**config.mk**
```make
export PLATFORM = sky130hd
export DESIGN_NAME = dpc_fifo_rd_stream
export DESIGN_NICKNAME = d
export VERILOG_FILES = /design/src/rtl/dpc_fifo_rd_stream.sv
export SDC_FILE = /design/constraint.sdc
export NUM_CORES = 1
export LEC_CHECK = 0
export ABC_CLOCK_PERIOD_IN_PS = 6150
export CAP_MARGIN = 20
export CORE_UTILIZATION = 40
export CTS_BUF_LIST = sky130_fd_sc_hd__clkbuf_16
export CTS_CLUSTER_DIAMETER = 40
export CTS_CLUSTER_SIZE = 28
export DETAILED_ROUTE_END_ITERATION = 7
export PLACE_DENSITY = 0.66
export SKIP_LAST_GASP = 1
export SLEW_MARGIN = 5
export SYNTH_ARGS = -nofsm -noshare
export SYNTH_HDL_FRONTEND = slang
export SYNTH_SLANG_ARGS = --single-unit
```
**constraint.sdc**
```tcl
create_clock -name rclk -period 6.15 [get_ports rclk]
set_input_delay 0.615 -clock rclk [delete_from_list [all_inputs] [get_ports rclk]]
set_output_delay 0.615 -clock rclk [all_outputs]
set_load 0.03 [all_outputs]
```
**src/rtl/dpc_fifo_rd_stream.sv**
```systemverilog
// Read-side consumer of the DPC async pixel FIFO (rclk domain): pops pixels and
// re-times them into a valid/ready raster stream with x/y position and frame markers.
module dpc_fifo_rd_stream #(
    parameter int DSIZE = 8,
    parameter int IMG_W = 640,
    parameter int IMG_H = 480,
    parameter int CW    = 12
) (
    input  logic             rclk,
    input  logic             rrst_n,
    input  logic             i_en,
    input  logic             i_soft_clr,
    input  logic             fifo_rempty,
    output logic             fifo_rinc,
    input  logic [DSIZE-1:0] fifo_rdata,
    output logic             o_valid,
    input  logic             o_ready,
    output logic [DSIZE-1:0] o_data,
    output logic [CW-1:0]    o_x,
    output logic [CW-1:0]    o_y,
    output logic             o_sof,
    output logic             o_eol,
    output logic             o_eof
);

    localparam logic [CW-1:0] X_LAST = CW'(IMG_W - 1);
    localparam logic [CW-1:0] Y_LAST = CW'(IMG_H - 1);

    logic [DSIZE-1:0] r_mem [2];
    logic             r_wr_ptr;
    logic             r_rd_ptr;
    logic [1:0]       r_cnt;
    logic             r_pend;
    logic [CW-1:0]    r_x;
    logic [CW-1:0]    r_y;

    logic [1:0]       w_used;
    logic             w_hs;
    logic [1:0]       w_cnt_nxt;

    // used counts the in-flight pixel too, so a pop is only issued when its
    // data is guaranteed a free skid slot one cycle later.
    assign w_used    = r_cnt + {1'b0, r_pend};
    assign o_valid   = (r_cnt != 2'd0);
    assign w_hs      = o_valid & o_ready;
    assign fifo_rinc = rrst_n & i_en & ~fifo_rempty & ~i_soft_clr &
                       ((w_used < 2'd2) | ((w_used == 2'd2) & w_hs));

    always_comb begin
        w_cnt_nxt = r_cnt;
        case ({r_pend, w_hs})
            2'b10:   w_cnt_nxt = r_cnt + 2'd1;
            2'b01:   w_cnt_nxt = r_cnt - 2'd1;
            default: w_cnt_nxt = r_cnt;
        endcase
    end

    assign o_data = r_mem[r_rd_ptr];
    assign o_x    = r_x;
    assign o_y    = r_y;
    assign o_sof  = o_valid & (r_x == '0) & (r_y == '0);
    assign o_eol  = o_valid & (r_x == X_LAST);
    assign o_eof  = o_eol & (r_y == Y_LAST);

    always_ff @(posedge rclk) begin
        if (!rrst_n) begin
            // NOTE: the two skid entries are reset so o_data reads a defined 0 after reset.
            for (int i = 0; i < 2; i++) r_mem[i] <= '0;
            r_wr_ptr <= 1'b0;
            r_rd_ptr <= 1'b0;
            r_cnt    <= 2'd0;
            r_pend   <= 1'b0;
            r_x      <= '0;
            r_y      <= '0;
        end else if (i_soft_clr) begin
            r_wr_ptr <= 1'b0;
            r_rd_ptr <= 1'b0;
            r_cnt    <= 2'd0;
            r_pend   <= 1'b0;
            r_x      <= '0;
            r_y      <= '0;
        end else begin
            r_pend <= fifo_rinc;
            if (r_pend) begin
                r_mem[r_wr_ptr] <= fifo_rdata;
                r_wr_ptr        <= ~r_wr_ptr;
            end
            if (w_hs) begin
                r_rd_ptr <= ~r_rd_ptr;
                if (r_x == X_LAST) begin
                    r_x <= '0;
                    r_y <= (r_y == Y_LAST) ? '0 : r_y + 1'b1;
                end else begin
                    r_x <= r_x + 1'b1;
                end
            end
            r_cnt <= w_cnt_nxt;
        end
    end

    always_ff @(posedge rclk) begin
        if (rrst_n) begin
            assert (w_used <= 2'd2)
                else $error("skid buffer overflow: cnt=%0d pend=%0d", r_cnt, r_pend);
        end
    end

endmodule

```
# Yosys cells after proc, flatten, opt, wreduce, memory -nomap -nowiden
# Memories as Yosys holds them, arrays and structs flattened. A register that Yosys moved wholly into a read port is not among the register bits.
# Cells that the tools add are included.
dict set report totals {
  ram_bits 16
  memories 1
  register_bits 29
  input_bits 14
}
dict set report op_classes {
  reduce_logical 7
  muxes 13
  n_lt_le_gt_ge 1
  eq_ne 5
  bitwise_logic 16
  n_addsub 5
}
# memory words width rd rd_clocked_by_memory_dff wr line_no
set memory_table {}
lappend memory_table {r_mem 2 8 1 1 2 29} ;# logic [DSIZE-1:0] r_mem [2];
# operator count
set ops {}
lappend ops {{adder 12 x 1 -> 12 bit, second input constant} 2}
lappend ops {{zero test 12 bit} 2}
lappend ops {{2-to-1 mux 12 bit} 2}
lappend ops {{== test 12 x 10 -> 1 bit, second input constant} 1}
lappend ops {{== test 12 x 9 -> 1 bit, second input constant} 1}
lappend ops {{bitwise AND 1 bit} 10}
lappend ops {{2-to-1 mux 1 bit} 9}
lappend ops {{2-to-1 mux 8 bit} 1}
lappend ops {{OR reduction 8 bit} 1}
lappend ops {{NOT 1 bit} 5}
lappend ops {{== test 2 bit, second input constant} 2}
lappend ops {{case mux 2 bit (2 select lines)} 1}
lappend ops {{nonzero test 2 bit} 2}
lappend ops {{adder 2 x 1 -> 2 bit} 1}
lappend ops {{adder 2 x 1 -> 2 bit, second input constant} 1}
lappend ops {{== test 2 x 1 -> 1 bit, second input constant} 1}
lappend ops {{less-than comparator 2 bit, second input constant} 1}
lappend ops {{AND reduction 2 bit} 1}
lappend ops {{OR reduction 2 bit} 1}
lappend ops {{subtractor 2 x 1 -> 2 bit, second input constant} 1}
lappend ops {{OR 1 bit} 1}

# Depth between registers and ports, before layout
# Gate-level depths: netlist (run 1).
dict set report depth {
  ltp_word 6
  ltp_mapped 7
  mapped_depth_nobuf 6
}

# Worst setup path before layout (run 1)
# No wires, ideal clock.
dict set report synth_path {
  path_type {register to output}
  startpoint {reg r_x[7] (netlist: o_x[7])}
  endpoint {out o_eof}
  t_required_ns 5.535
  stages_incl_launch_ff 5
  arrival_ns 2.372
  setup_slack_ns 3.163
  cell_sequence {dfxtp_1 or4_4 or4_4 buf_6 nor3_1}
}
dict set report synth_via {
  elab_chain_cells 3
}
# item line_no
set synth_rtl {}
lappend synth_rtl {{start: declaration} 34} ;# logic [CW-1:0] r_x;
lappend synth_rtl {{start signal: assignment} 94} ;# r_x <= r_x + 1'b1;
lappend synth_rtl {{== test 12 x 10 -> 1 bit} 62} ;# assign o_eol = o_valid & (r_x == X_LAST);
lappend synth_rtl {{bitwise AND 1 bit} 62}
lappend synth_rtl {{bitwise AND 1 bit} 63} ;# assign o_eof = o_eol & (r_y == Y_LAST);
lappend synth_rtl {{end: declaration} 23} ;# output logic o_eof
# Every way passes these cells.

# Final worst setup path (run 1)
# Same ends and word-level chain as after synthesis.

==> impl_metrics.tcl, run 1 <==
set metrics [dict create \
    min_path_type "reg2reg" \
    cts_setup_buffers 0 \
    synth_edf_count 16 \
    critPathLaunch "o_x[7]" \
    holdBufCountCts 0 \
    vias_per_cell 5.37 \
    fp-row-count 27 \
    yosysUniqueCellTypes 39 \
    total_power_uw 657 \
    drc_errors 0 \
    cts_buffers 5 \
    ys_warn_count 0 \
    cts-root-buf "clkbuf_16" \
    slew_headroom_pct 48.9 \
    grt_usage_pct 18.5 \
    antenna_found_initial 0 \
    final.setup_skew_ns 0.00421 \
    die_x_um 77.9 \
    place_area_mm2 0.00287 \
    hold_violations 0 \
    switching_power_uw 132 \
    clock-sinks 46 \
    synth_cells 244 \
    worstReg2RegStart "o_x[7]" \
    synth_common_cells "dfxtp_1 (30), nand2_1 (21), and2_1 (18), nor2_1 (18), edfxtp_1 (16)" \
    initial_core_util_pct 41.6 \
    setup_viol 0 \
    finalMaxSlewViolations 0 \
    dr.pass1.iters 4 \
    drv_cap 0 \
    io_pins 51 \
    clockBufferDepth 2 \
    die-area_mm2 0.00607 \
    rsz0062_at_grt "no" \
    synth_nets 264 \
    synth_top_area_share_pct 26.0 \
    routed_wl_um 5340 \
    tightest_slew_ns 0.761 \
    hp-start "o_x[11]" \
    synth-seq-area-share_pct 46.9 \
    critPathLaunchType "register" \
    die_h_um 77.9 \
    globalplace.congestion 0.859 \
    syn_area_mm2 0.00231 \
    dp_hpwl_um 3740 \
    vdd_drop_max_v 0.000107 \
    status "completed" \
    fill_cells 517 \
    internal_power_uw 526 \
    antenna_left 0 \
    synth.ff_latch_count 46 \
    antenna_cells 0 \
    grt_max_degree 22 \
    pwr-share-clk_pct 46.2 \
    coreArea_mm2 0.00554 \
    ys_async_sr_fraction_pct 0 \
    fin_crit_ns 3.41 \
    yosysMostFrequentCell "dfxtp_1" \
    htree_levels 2 \
    synth_area_leader_cell "dfxtp_1" \
    clk_latency_ns 0.28 \
    end_kind "output pin" \
    ctsResizeCount 0 \
    wl_per_cell_um 14.6 \
    drive_above_1_share_pct 7.48 \
    final_area_mm2 0.00304 \
    cts_tree "built" \
    dr_total_vias 1964 \
    power.leakage_nw 1.02 \
    drt_first_iter_violations 120 \
    fin_crit_sh_pct 55.4 \
    grt_pass1_wl_um 8620 \
    port_buffers 50 \
    synthTopCellsByArea "dfxtp_1 (26%), edfxtp_1 (21%), and2_1 (4.9%)" \
    grt_pass1_vias 1803 \
    fmax_mhz 293 \
    arrival_ns 2.79 \
    combPwrFrac_pct 5.1 \
    fin_util_pct 54.8 \
    powerDensity_mw_per_mm2 216 \
    clk_pin_slew_worst_paths_ns 0.06 \
    cp_max_fo 10 \
    fin_setup_tns_ns 0 \
    synth_ff_type "dfxtp_1" \
    crit_required_ns 5.53 \
    num-nets-final 313 \
    gr-total-overflow 0 \
    p_sw_share_pct 20.0 \
    syn_avg_cell_area_um2 9.45 \
    pwr-share-seq_pct 48.7 \
    path_class "reg2out" \
    area_delta_synth_final_pct 31.7 \
]
cells in the final DEF, fill, tap and decap left out, drive strengths merged, types with 2 or more instances in the layout:
cell type	instances
clkdlybuf4s50	50
dfxtp	30
nand2	21
nor2	18
and2	18
edfxtp	16
inv	10
or3	10
xnor2	10
nand3	9
a21oi	9
mux2	8
nor4	8
nor3	8
nand4	6
o22ai	6
ha	6
a211oi	5
clkbuf	5
o21ai	5
xor2	4
and4	4
or4	4
nand2b	3
and3	3
and4b	2
o31ai	2
clkinvlp	2
buf	2
through the flow:
step	instances	setup slack, ns	hold slack (ns)
floorplan	244	3.16	0.481
global placement	358	3.11	0.488
detailed placement	358	3.03	0.504
CTS	366	2.71	0.513
global route	366	2.66	0.548
finish	366	2.74	0.505
worst max-delay path, stage by stage, from the launching register on:
cell	delay (ns)
dfxtp_1	0.36
or4_4	0.56
or4_4	0.64
nor3_1	0.24
clkdlybuf4s50_1	0.71
area by class of cell:
type | instances | area (um2) | area share, %
well taps | 72 | 90.1 | 2.97
multi-input cells | 177 | 1140 | 37.5
clock buffers | 5 | 125 | 4.12
repair buffers | 52 | 515 | 17.0
inverters | 11 | 41.3 | 1.36
flip-flops and latches | 46 | 1080 | 35.6
clock inverters | 3 | 45.0 | 1.48
power by group through the flow:
stage | Combinational, mW | Sequential [mW] | Clock [mW]
after floorplan | 0.0164 | 0.326 | 0
after global placement | 0.0337 | 0.327 | 0
after detailed placement | 0.0338 | 0.327 | 0
after CTS | 0.0340 | 0.320 | 0.311
after global routing | 0.0362 | 0.320 | 0.326
final | 0.0336 | 0.320 | 0.304
kinds of logic after synthesis:
group,count (synthesis),synth area share (%)
AOI/OAI and AO/OA,32,8.74
xor gates and xnor gates,14,5.32
adders and majority gates,6,3.26
buffers and inverters,21,3.74
DFF,46,46.9
muxes,8,3.91
and+or+nand+nor,117,28.2
per-layer routing:
| layer | track usage, % | share of wire (%) | up-vias |
|---|---|---|---|
| li1 | - | - | 984 |
| met1 | 24.5 | 48 | 913 |
| met2 | 27.8 | 44 | 57 |
| met3 | 5.29 | 6.1 | 10 |
| met4 | 8.15 | 1.6 | 0 |
| met5 | 0 | 0 | - |
registers in the layout (all words and copies together) (netlist names), named ones only:
| register | count |
|---|---|
| o_x | 12 |
| r_pend | 1 |
| r_wr_ptr | 1 |
| r_mem | 16 |
| r_cnt | 2 |
| r_rd_ptr | 1 |
| o_y | 12 |
path summary, 6_finish.rpt:
path,endpoint,cells past startpoint,slack (ns)
max,o_eof,4,2.74
min,o_x[11],2,0.50
max reg2reg,o_y[0],4,3.80
min reg2reg,o_x[11],2,0.50
Power figures use the tool's default switching activity.
==> run 2, diff against run 1 <==
ABC_CLOCK_PERIOD_IN_PS = 3500   (was 6150)
clock period = 3.5 ns   (was 6.15 ns; I/O delays follow)
==> impl_metrics.tcl, run 2 (synthesis gave the netlist of run 1 again) <==
set metrics [dict create \
    fin_crit_ns 3.07 \
    grt_pass1_wl_um 8820 \
    end_kind "output pin" \
    regMostFlops "r_mem" \
    wl_per_cell_um 14.8 \
    p_sw_share_pct 21.6 \
    clock-sinks 46 \
    arrival_ns 2.72 \
    slew_headroom_pct 60.8 \
    hold_violations 0 \
    vias_per_cell 5.40 \
    clk_pin_slew_worst_paths_ns 0.07 \
    worstReg2RegStart "o_x[7]" \
    grt_pass1_vias 1891 \
    fill_cells 526 \
    min_path_type "reg2reg" \
    powerDensity_mw_per_mm2 359 \
    holdBufCountCts 0 \
    ctsResizeCount 0 \
    rrSetupSlack_ns 1.21 \
    drive_above_1_share_pct 8.42 \
    cp_max_fo 10 \
    drt_first_iter_violations 104 \
    grt_usage_pct 18.6 \
    die-area_mm2 0.00607 \
    combPwrFrac_pct 5.6 \
    numPlacedInstances 361 \
    ff_latch_area_mm2 0.00108 \
    fp-row-count 27 \
    vdd_drop_max_v 0.000211 \
    crit_path_frequent_cell "or4_4" \
    drc_errors 0 \
    largest_reg_flops 16 \
    fin_crit_sh_pct 87.8 \
    critPathLaunchType "register" \
    final_common_cell "clkdlybuf4s50_1" \
    worstPathCellList "or4_4 -> or4_4 -> nor3_1 -> clkdlybuf4s50_1" \
    power.leakage_nw 1.02 \
    routed_wl_um 5450 \
    crit_path_top_delay_cell "clkdlybuf4s50_1" \
    initial_core_util_pct 41.6 \
    antenna_cells 0 \
    setup_viol 0 \
    fin_setup_tns_ns 0 \
    grt_max_degree 22 \
    pwr-share-clk_pct 43.0 \
    die_h_um 77.9 \
    critPathLaunch "o_x[7]" \
    coreArea_mm2 0.00554 \
    final.setup_skew_ns 0.00709 \
    io_pins 51 \
    cpPeakStageDelay_ns 0.69 \
    rsz0062_at_grt "no" \
    die_x_um 77.9 \
    tightest_slew_ns 0.583 \
    cts_tree "built" \
    finalMaxSlewViolations 0 \
    internal_power_uw 856 \
    antenna_left 0 \
    num-nets-final 316 \
    cts-root-buf "clkbuf_16" \
    crit_required_ns 3.15 \
    dr_total_vias 1992 \
    pwr-share-seq_pct 51.5 \
    path_class "reg2out" \
    port_buffers 50 \
    final_cell_mix "clkdlybuf4s50_1 (50), dfxtp_1 (30), nand2_1 (21)" \
    dr.pass1.iters 4 \
    r2r_cells 4 \
    status "completed" \
    gr-total-overflow 0 \
    clockBufferDepth 2 \
    cts_setup_buffers 0 \
    globalplace.congestion 0.866 \
    stdcell_count 369 \
    dp_hpwl_um 3870 \
    antenna_found_initial 0 \
    htree_levels 2 \
    clk_latency_ns 0.28 \
    critical_path.endpoint "o_eof" \
    multi_input_area_mm2 0.00114 \
    drv_cap 0 \
    cts_buffers 5 \
    area_delta_synth_final_pct 31.8 \
    r2r-end "o_y[0]" \
    fmax_mhz 325 \
    switching_power_uw 236 \
]
## run 2: how the worst min path moves through the flow
stage	from	end	slack, ns	cells past startpoint
after floorplan	r_rd_ptr	register	0.48	2
after global placement	o_x[11]	o_x[11]	0.49	2
after detailed placement	o_x[11]	o_x[11]	0.50	2
after CTS	o_x[0]	o_x[0]	0.51	2
after global routing	o_x[1]	o_x[1]	0.56	2
final	o_x[1]	o_x[1]	0.51	2
## run 2: routing by layer
metal	up-vias	part of all wire, %	track usage [%]
met4	0	1.1	5.19
met5	-	0	0
li1	986	-	-
met1	942	48	25.2
met2	58	46	29.9
met3	6	5.2	4.00
## run 2: area by class of cell
class                      count  area share [%]
multi-input combinational    177            37.5
sequential                    46            35.6
timing repair buffer          55            17.7
clock buffer                   5            4.12
tap                           72            2.96
inverter                      11            1.36
clock inverter                 3           0.823
## run 2: through the flow
step           util (%)  total power, mW  instance area [um2]  hold WS (ns)  worst slack [ns]
5_1_grt            54.9             1.13                 3040         0.559             0.338
2_1_floorplan         -            0.602                 2310         0.481             0.778
3_5_place_dp       52.1            0.635                 2890         0.502             0.720
3_3_place_gp       52.1            0.635                 2890         0.490             0.751
6_report           54.9             1.09                 3040         0.510             0.427
4_1_cts            54.9             1.10                 3040         0.511             0.407
## run 2: power groups by stage
stage	registers [mW]	logic, mW	clock network (mW)
floorplan	0.573	0.0289	0
detailed placement	0.574	0.0610	0
CTS	0.562	0.0616	0.477
global placement	0.574	0.0608	0
global route	0.563	0.0656	0.498
finish	0.562	0.0607	0.469
## run 2: critical path, delay by kind of cell (launching register included)
kind,cells,cell delay [ns]
and+or+nand+nor,3,1.39
buffers and inverters,1,0.69
DFF,1,0.37
